`src/rtl/pulse_resp_loader.sv`:
```
// Coefficient loader for the parallel DFE: fetches the pulse-response words from
// on-chip memory into a local buffer, streams them to the DFE, then waits for done_wait.
module pulse_resp_loader #(
  parameter int PULSE_RESPONSE_LENGTH = 5,
  parameter int ADDR_WIDTH            = 8,
  parameter int BASE_ADDR             = 0,
  parameter int MEM_LATENCY           = 1,
  parameter int TIMEOUT_CYCLES        = 64
) (
  input  logic                  clk,
  input  logic                  rstn,
  input  logic                  start,
  output logic                  mem_rd,
  output logic [ADDR_WIDTH-1:0] mem_addr,
  input  logic [63:0]           mem_rdata,
  output logic                  load_mem,
  output logic [7:0]            location,
  output logic [63:0]           mem_data,
  input  logic                  done_wait,
  output logic                  busy,
  output logic                  loaded,
  output logic                  error
);

  localparam int N  = PULSE_RESPONSE_LENGTH;
  localparam int CW = $clog2(N + 3);
  localparam int BW = (N > 1) ? $clog2(N) : 1;
  localparam int TW = $clog2(TIMEOUT_CYCLES + 1);
  localparam logic [CW-1:0] LAST     = CW'(N - 1);
  localparam logic [CW-1:0] FINAL_J  = CW'(N + 1);
  localparam logic [TW-1:0] TMO_LAST = TW'(TIMEOUT_CYCLES - 1);

  typedef enum logic [2:0] {IDLE, FETCH, STREAM, WAIT_DONE, LOADED, ERROR} state_t;

  typedef struct packed {
    logic          valid;
    logic [CW-1:0] idx;
  } tag_t;

  state_t                state_q, state_d;
  logic                  mem_rd_q, mem_rd_d;
  logic [ADDR_WIDTH-1:0] mem_addr_q, mem_addr_d;
  logic                  load_mem_q, load_mem_d;
  logic [7:0]            location_q, location_d;
  logic [63:0]           mem_data_q, mem_data_d;
  logic                  busy_q, busy_d;
  logic                  loaded_q, loaded_d;
  logic                  error_q, error_d;
  logic [CW-1:0]         rd_idx_q, rd_idx_d;
  logic [CW-1:0]         j_q, j_d;
  logic [TW-1:0]         wait_cnt_q, wait_cnt_d;
  logic [63:0]           buffer_q [N];
  logic [63:0]           buffer_d [N];
  tag_t                  pipe_q [MEM_LATENCY];
  tag_t                  pipe_d [MEM_LATENCY];

  logic [CW-1:0] j_inc;
  logic [CW-1:0] loc_idx;
  logic [CW-1:0] data_idx;
  tag_t          ret_tag;

  assign j_inc    = j_q + CW'(1);
  assign loc_idx  = (j_inc >= LAST) ? LAST : j_inc;
  assign data_idx = (j_q >= LAST) ? LAST : j_q;
  assign ret_tag  = pipe_q[MEM_LATENCY-1];

  // NOTE: every variable gets a default at the top of the block so no path leaves one unassigned (no latches).
  always_comb begin
    state_d    = state_q;
    mem_rd_d   = 1'b0;
    mem_addr_d = mem_addr_q;
    rd_idx_d   = rd_idx_q;
    load_mem_d = 1'b0;
    location_d = location_q;
    mem_data_d = mem_data_q;
    j_d        = j_q;
    wait_cnt_d = wait_cnt_q;
    buffer_d   = buffer_q;

    // Each issued read is tagged with its index; the tag leaves the pipe with its data.
    pipe_d[0] = '{valid: mem_rd_q, idx: rd_idx_q};
    for (int i = 1; i < MEM_LATENCY; i++) pipe_d[i] = pipe_q[i-1];
    if (ret_tag.valid) buffer_d[BW'(ret_tag.idx)] = mem_rdata;

    unique case (state_q)
      IDLE, LOADED, ERROR: begin
        if (start) begin
          state_d    = FETCH;
          mem_rd_d   = 1'b1;
          mem_addr_d = ADDR_WIDTH'(BASE_ADDR);
          rd_idx_d   = '0;
        end
      end
      FETCH: begin
        if (mem_rd_q && rd_idx_q != LAST) begin
          mem_rd_d   = 1'b1;
          mem_addr_d = mem_addr_q + ADDR_WIDTH'(1);
          rd_idx_d   = rd_idx_q + CW'(1);
        end
        if (ret_tag.valid && ret_tag.idx == LAST) begin
          state_d    = STREAM;
          load_mem_d = 1'b1;
          location_d = '0;
          mem_data_d = buffer_q[0];
          j_d        = '0;
        end
      end
      STREAM: begin
        if (j_q == FINAL_J) begin
          state_d    = WAIT_DONE;
          wait_cnt_d = '0;
        end else begin
          // Data trails location by one beat; the DFE writes to the index it latched last.
          load_mem_d = 1'b1;
          j_d        = j_inc;
          location_d = 8'(loc_idx);
          mem_data_d = buffer_q[BW'(data_idx)];
        end
      end
      WAIT_DONE: begin
        if (done_wait)                    state_d = LOADED;
        else if (wait_cnt_q == TMO_LAST)  state_d = ERROR;
        else                              wait_cnt_d = wait_cnt_q + TW'(1);
      end
      default: state_d = IDLE;
    endcase

    busy_d   = (state_d == FETCH) || (state_d == STREAM) || (state_d == WAIT_DONE);
    loaded_d = (state_d == LOADED);
    error_d  = (state_d == ERROR);
  end

  // NOTE: sequential state uses non-blocking assignments so every flop samples pre-edge values.
  always_ff @(posedge clk or negedge rstn) begin
    if (!rstn) begin
      state_q    <= IDLE;
      mem_rd_q   <= 1'b0;
      mem_addr_q <= '0;
      load_mem_q <= 1'b0;
      location_q <= '0;
      mem_data_q <= '0;
      busy_q     <= 1'b0;
      loaded_q   <= 1'b0;
      error_q    <= 1'b0;
      rd_idx_q   <= '0;
      j_q        <= '0;
      wait_cnt_q <= '0;
      // NOTE: the buffer is a handful of flops, not a RAM macro, so clearing it on reset is cheap and deterministic.
      for (int i = 0; i < N; i++) buffer_q[i] <= '0;
      for (int i = 0; i < MEM_LATENCY; i++) pipe_q[i] <= '0;
    end else begin
      state_q    <= state_d;
      mem_rd_q   <= mem_rd_d;
      mem_addr_q <= mem_addr_d;
      load_mem_q <= load_mem_d;
      location_q <= location_d;
      mem_data_q <= mem_data_d;
      busy_q     <= busy_d;
      loaded_q   <= loaded_d;
      error_q    <= error_d;
      rd_idx_q   <= rd_idx_d;
      j_q        <= j_d;
      wait_cnt_q <= wait_cnt_d;
      buffer_q   <= buffer_d;
      pipe_q     <= pipe_d;
    end
  end

  assign mem_rd   = mem_rd_q;
  assign mem_addr = mem_addr_q;
  assign load_mem = load_mem_q;
  assign location = location_q;
  assign mem_data = mem_data_q;
  assign busy     = busy_q;
  assign loaded   = loaded_q;
  assign error    = error_q;

endmodule

```
`config.mk`:
```
export PLATFORM = sky130hd
export DESIGN_NAME = pulse_resp_loader
export DESIGN_NICKNAME = d
export VERILOG_FILES = /design/src/rtl/pulse_resp_loader.sv
export SDC_FILE = /design/constraint.sdc
export NUM_CORES = 1
export LEC_CHECK = 0
export ABC_AREA = 1
export CORE_MARGIN = 2
export CORE_UTILIZATION = 53
export DETAILED_ROUTE_END_ITERATION = 6
export GPL_TIMING_DRIVEN = 0
export HOLD_SLACK_MARGIN = 0.05
export PLACE_DENSITY = 0.73
export RECOVER_POWER = 50
export SKIP_LAST_GASP = 1
export SLEW_MARGIN = 0
export SYNTH_ARGS = -nofsm -noshare
export SYNTH_HDL_FRONTEND = slang
export SYNTH_SLANG_ARGS = --single-unit
```
`constraint.sdc`:
```
create_clock -name clk -period 1.9 [get_ports clk]
set_input_delay 0.38 -clock clk [delete_from_list [all_inputs] [get_ports clk]]
set_output_delay 0.38 -clock clk [all_outputs]
set_load 0.01 [all_outputs]
```
==> metrics.md, run 1 <==
| Metric | Value |
|---|---|
| Final hold viol count | 76 |
| H-tree Lvls | 2 |
| CTS clk-pin slew, worst paths | 0.06 ns |
| Root buffer cell | clkbuf_16 |
| Final setup vio count | 0 |
| DRC | 0 |
| Detailed-route wire length | 59200 um |
| RSZ-0062 raised after global routing | yes |
| Area post-placement | 0.0222 mm2 |
| Via density | 5.38 |
| Final std cells w/o fill | 3383 |
| Failing checks | hold timing |
| DRT iter0 DRCs | between 1000 and 1500 |
| Fin crit period | approximately 1.9 ns |
| Largest net degree at the start of global routing | 116 |
| Filler cell count | between 3000 and 4000 |
| Final core utilization | about 64% |
| Antenna Nets Post-Route | 0 |
| Static Leak | 12.2 nW |
| Number of diodes | 0 |
| DR pass1 iterations | 6 |
| CTS tree | yes |
| Max frequency | 532 MHz |
| Die extent in x | between 150 and 200 um |
| Syn Area/Cell | about 7.6 um2 |
| Most frequent cells in the layout | 672 x nand2_1, 419 x dfrtp_1, 379 x inv_1, 369 x o21ai_0, 212 x nor2_1 |
| Nets@finish | a little under 3000 |
| Routed vias | 18187 |
| Die area | 0.0393 mm2 |
| Initial antenna violation count | 1 |
| Port bufs | 147 |
| Post-synth design cell area | 0.0200 mm2 |
| Gr ovfl total | 0 |
| # placed instances | 3291 |
| Row count | between 70 and 80 |
| Share of cells above drive strength 1 | ~7.5% |
| Hpwl dp | 40000 um |
| Worst Clk Skew | 0.0121 ns |
| Global-route wire length before repair | 95100 um |
| Total CTS buffers | 45 |
| Crit-path max FO | 10 |
| CP startpoint kind | flop |
| Nature of the critical path endpoint | flop |
| Pwr Density | 1660 mW/mm2 |
| Vias in the first global route | roughly 18000 |
| Seq/Total Area, Yosys | 52.5% |
| Max-cap violations | 0 |
| Commonest non-fill, non-tap cell in the layout | nand2_1 |
| Max_slew headroom | 15.4% |
| P&R area growth vs syn | 19.9% |
| Final period util | between 90% and 100% |
| Share of the synthesized area in the top cell type | 52.5% |
| Top Ports | about 150 |
| Starting Density | 53.5% |
| Clock sink count | 419 |
| GR Util All Layers | 31.1% |
| HP Class | in2async |
| Gpl congestion | 0.863 |
| Max clock buf depth | 3 |
| Post-synth top area cell | dfrtp_1 |
| Core Region | 0.0374 mm2 |
| DR WL/cell | 17.5 um |
| Post-place setup slack | -0.921 ns |
| Worst Tran Pin Value | 1.27 ns |
| Final worst slack | 0.0210 ns |
| Synth Warn # | 0 |
| Outcome | finished with violations |
| Die Y | between 150 and 200 um |
| Worst hold slack | -0.222 ns |
| Yosys reg bits | 419 |
| Worst Path Required | approximately 2.4 ns |
| Distinct cells, synth | 24 |
| Syn Inst Count | 2626 |
| Final instance area | 0.0240 mm2 |
| WS Path Type | reg2reg |
| Area contributors post-synth | dfrtp_1 52%, nand2_1 13%, o21ai_0 9.3% |
| Worst-Skew Late Latency | 0.57 ns |
| Crit path DAT | 2.33 ns |
| Fin. max-slew vios | 0 |
| VDD IR-drop max | 0.738 mV |
state kept, by name (all words and copies together), names as in the netlist:
signal / count
busy: 1
rd_idx_q: 3
state_q: 3
mem_addr: 8
location: 3
wait_cnt_q: 7
mem_data: 64
loaded: 1
buffer_q: 320
j_q: 2
error: 1
load_mem: 1
mem_rd: 1
pipe_q: 4
cells by family (layout without fill, tap and decap cells):
group	count (synthesis)	count (layout)	share of synthesized area, %
AO/OA/AOI/OAI	531	531	13.3
XOR/XNOR	2	2	0.0876
adder cells (fa/ha/maj)	7	7	0.438
buffers and inverters	550	792	11.1
flip-flops	419	419	52.5
other	1	5	0.0188
AND/OR/NAND/NOR	1116	1116	22.5
cells in the mapped netlist:
library cell    n
nor2_1        213
buf_2          60
nand2_2         4
dfrtp_1       419
ha_1            7
o21ai_0       371
nor2_4          2
o22ai_1         1
inv_2           2
xor2_1          2
inv_1         380
conb_1          1
nor2_2          2
clkbuf_1       86
buf_1           6
a21oi_1       156
buf_4           9
nand4_1         8
buf_6           7
nor3_1          3
o31ai_2         1
o21ai_1         2
nand3_1       209
nand2_1       675
cell type report:
type	instances	area, um2	share of cell area (%)
timing repair buffer	170	1700	7.10
multi-input combinational	1661	7360	30.7
sequential	419	10500	43.8
buffer	167	921	3.84
clock inverter	7	88.8	0.371
tap	511	639	2.67
clock buffer	66	1330	5.53
inverter	382	1440	6.02
layer usage:
| layer | vias to the layer above | share of wire, % | wire length (um) | GRT usage [%] |
|---|---|---|---|---|
| met2 | 644 | 47 | 28000 | 50.8 |
| met1 | 8766 | 42 | 24900 | 40.9 |
| met3 | 138 | 6.9 | 4110 | 5.76 |
| met5 | - | 0.014 | 8 | 0 |
| met4 | 2 | 3.7 | 2180 | 12.8 |
| li1 | 8637 | - | - | - |
where the power goes:
| group | switching [mW] | internal, mW | leakage [nW] |
|---|---|---|---|
| clock | 3.55 | 5.05 | 0.700 |
| combinational | 9.69 | 5.89 | 6.50 |
| sequential | 2.39 | 13.2 | 5.03 |
through the flow:
stage               TNS (ns)  power, mW
CTS                        0       39.7
floorplan                  0       25.0
global route          -0.970       42.8
finish                     0       39.8
detailed placement   -145.01       30.8
global placement    -7524.08       30.3
final timing paths:
kind                        startpoint            end  slack, ns  cells past startpoint
setup reg to reg           location[2]   mem_data[41]       0.02                      6
setup / recovery           location[2]   mem_data[41]       0.02                      6
hold reg to reg            rd_idx_q[1]      pipe_q[1]       0.41                      0
min in group clk           rd_idx_q[1]      pipe_q[1]       0.41                      0
max in group asynchronous         rstn  buffer_q[197]       0.33                      4
hold / removal                    rstn    mem_addr[4]      -0.22                      1
worst max-delay path, stage by stage (launching register included):
cell      delay, ns
dfrtp_1        0.42
buf_4          0.16
buf_2          0.37
clkbuf_1       0.49
a21oi_1        0.16
nand2_1        0.11
a21oi_1        0.06
repair_timing:
action / 4_1_cts / 5_1_grt
pin swaps: 2 / 6
cloned: 1 / 1
hold endpoints to repair: 76 / 76
resized for setup: 58 / 80
endpoints found under the setup margin: 228 / 271
buffers inserted: 14 / 4
Note: power is estimated with default switching activity, not from simulation.
==> run 2: changes to the inputs <==
Settings changed: CORE_MARGIN 2 to 8, CORE_UTILIZATION 53 to 40, MAX_ROUTING_LAYER set to met4, PLACE_DENSITY 0.73 to 0.57.
==> metrics.md, run 2 (synthesized netlist as in run 1, its figures left out) <==
| Metric | Value |
|---|---|
| Worst Path Required | 1.52 ns (was 2.35 ns) |
| Vias in the first global route | 17661 (was 18141) |
| Fin. max-slew vios | 0 (unchanged) |
| Top reg by flops | buffer_q (unchanged) |
| Pwr Density | 1680 mW/mm2 (was 1660 mW/mm2) |
| Outcome | finished with violations (unchanged) |
| Via density | 5.00 (was 5.38) |
| Failing checks | hold timing (unchanged) |
| Critical-path top delay cell | clkdlybuf4s50_1 (was clkbuf_1) |
| Initial antenna violation count | 1 (unchanged) |
| DRC | 0 (unchanged) |
| Fin crit period | 1.87 ns (was 1.88 ns) |
| Max clock buf depth | 3 (unchanged) |
| Die area | 0.0574 mm2 (was 0.0393 mm2) |
| Crit path DAT | 1.49 ns (was 2.33 ns) |
| Critical path startpoint | mem_data[32] (was location[2]) |
| Detailed-route wire length | 63200 um (was 59200 um) |
| Filler cell count | 4918 (was 3286) |
| Gpl congestion | 0.844 (was 0.863) |
| Core Region | 0.0498 mm2 (was 0.0374 mm2) |
| Top Ports | 153 (unchanged) |
| H-tree Lvls | 2 (unchanged) |
| Crit-path cells | clkdlybuf4s50_1 (was buf_4 > buf_2 > clkbuf_1 > a21oi_1 > nand2_1 > a21oi_1) |
| Largest register FFs | 320 (unchanged) |
| VDD IR-drop max | 0.698 mV (was 0.738 mV) |
| Share of cells above drive strength 1 | 8.29% (was 7.49%) |
| GR Util All Layers | 22.7% (was 31.1%) |
| Final setup vio count | 0 (unchanged) |
| Total Power | 41.1 mW (was 39.8 mW) |
| Max frequency | 535 MHz (was 532 MHz) |
| Routed vias | 17786 (was 18187) |
| Row count | 82 (was 71) |
| Die extent in x | 240 um (was 198 um) |
| Worst Clk Skew | 0.0109 ns (was 0.0121 ns) |
| CP bufs+invs | 1 (was 3) |
| Total CTS buffers | 47 (was 45) |
| CTS clk-pin slew, worst paths | 0.06 ns (about the same) |
| CP startpoint kind | flop (unchanged) |
| Root buffer cell | clkbuf_16 (unchanged) |
| Reg2reg start | j_q[0] (was location[2]) |
| Antenna Nets Post-Route | 0 (unchanged) |
| Gr ovfl total | 0 (unchanged) |
| DRT iter0 DRCs | 1271 (was 1473) |
| Clock sink count | 419 (unchanged) |
| P&R area growth vs syn | 22.5% (was 19.9%) |
| Worst Tran Pin Value | 0.686 ns (was 1.27 ns) |
| Nature of the critical path endpoint | output port (was flop) |
| CTS tree | yes (unchanged) |
| Final core utilization | 49.2% (was 64.1%) |
| DR pass1 iterations | 5 (was 6) |
| Global-route wire length before repair | 99400 um (was 95100 um) |
| HP Class | in2async (unchanged) |
| Worst hold slack | -0.238 ns (was -0.222 ns) |
| Die Y | 240 um (was 198 um) |
| WS Path Type | reg2out (was reg2reg) |
| Final period util | 98.3% (was 98.9%) |
| Final hold viol count | 95 (was 76) |
| Nets@finish | 2924 (was 2921) |
| Static Leak | 12.4 nW (was 12.2 nW) |
| Largest net degree at the start of global routing | 114 (was 116) |
| Max-cap violations | 0 (unchanged) |
| Hpwl dp | 43700 um (was 40000 um) |
| Commonest non-fill, non-tap cell in the layout | nand2_1 (unchanged) |
| Starting Density | 40.2% (was 53.5%) |
| CP max stage delay | 0.54 ns (was 0.49 ns) |
| Port bufs | 147 (unchanged) |
| Worst-Skew Late Latency | 0.58 ns (was 0.57 ns) |
| Most frequent cells in the layout | 672 x nand2_1, 418 x dfrtp_1, 379 x inv_1, 369 x o21ai_0, 211 x nor2_1 (was 672 x nand2_1, 419 x dfrtp_1, 379 x inv_1, 369 x o21ai_0, 212 x nor2_1) |
| Crit-path leading delay family | buffers and inverters (unchanged) |
| Max_slew headroom | 54.2% (was 15.4%) |
| RSZ-0062 raised after global routing | yes (unchanged) |
| DR WL/cell | 17.8 um (was 17.5 um) |
| Crit-path max FO | 2 (was 10) |
-- run 2: cell types whose count changed in the layout (fill, tap and decap cells not counted), moves of 3 or more --
cell / change
buf_2: +3
bufinv_16: +5
clkbuf_1: -7
clkbuf_16: +5
clkbuf_2: +4
clkdlybuf4s25_1: +11
clkdlybuf4s50_1: -27
clkinv_2: +4
dlygate4sd2_1: +16
-- run 2: path summary, 6_finish.rpt --
kind,end,slack (ns),depth (start not counted)
worst max-delay path,mem_data[32],0.03,1
worst min-delay path,mem_addr[4],-0.24,1
worst max register to register,mem_data[61],0.05,11
worst min register to register,pipe_q[0],0.42,0
max in group asynchronous,buffer_q[30],0.33,4
min in group clk,buffer_q[36],0.39,3
-- run 2: where the power goes --
part | internal (mW) | leakage (nW) | total, mW | switching, mW
logic | 5.81 | 6.55 | 15.6 | 9.78
clock network | 6.17 | 0.842 | 9.91 | 3.74
registers | 13.2 | 5.03 | 15.6 | 2.36
total | 25.2 | 12.4 | 41.1 | 15.9
-- run 2: area by class of cell --
cell class / instances / area (um2) / area share [%]
Timing Repair Buffer: 170 / 1720 / 7.02
Antenna cell: 1 / 2.50 / 0.0102
Inverter: 382 / 1440 / 5.88
Clock inverter: 15 / 250 / 1.02
Sequential cell: 419 / 10500 / 42.8
Buffer: 168 / 937 / 3.83
Multi-Input combinational cell: 1661 / 7370 / 30.1
Tap cell: 672 / 841 / 3.43
Clock buffer: 69 / 1440 / 5.88
-- run 2: layer usage --
layer / GRT usage (%) / wire length (um) / part of all wire (%)
met1: 29.5 / 28100 / 44
met2: 35.7 / 29400 / 47
met3: 3.72 / 3710 / 5.9
met4: 8.23 / 1980 / 3.1
met5: - / 0 / 0
-- run 2: per-stage QoR --
step                setup TNS (ns)  instance area [um2]  std cells  setup WS [ns]  hold slack (ns)
global placement          -7785.26                22300       3449         -18.46            0.398
finish                           0                24500       3557         0.0325           -0.238
floorplan                        0                20000       2630          0.107           0.0844
detailed placement         -179.18                22400       3452          -1.11            0.411
CTS                        -0.0140                24400       3555       -0.00666           -0.232
global route                -0.153                24500       3556        -0.0146           -0.205
-- run 2: timing repair --
| item | 4_1_cts | 5_1_grt |
|---|---|---|
| setup endpoints to repair | 282 | 284 |
| pin swaps | 5 | 6 |
| endpoints found under the hold margin | 95 | 95 |
| gates resized for setup | 89 | 83 |
| cloned | 0 | 1 |
| setup buffers | 19 | 0 |
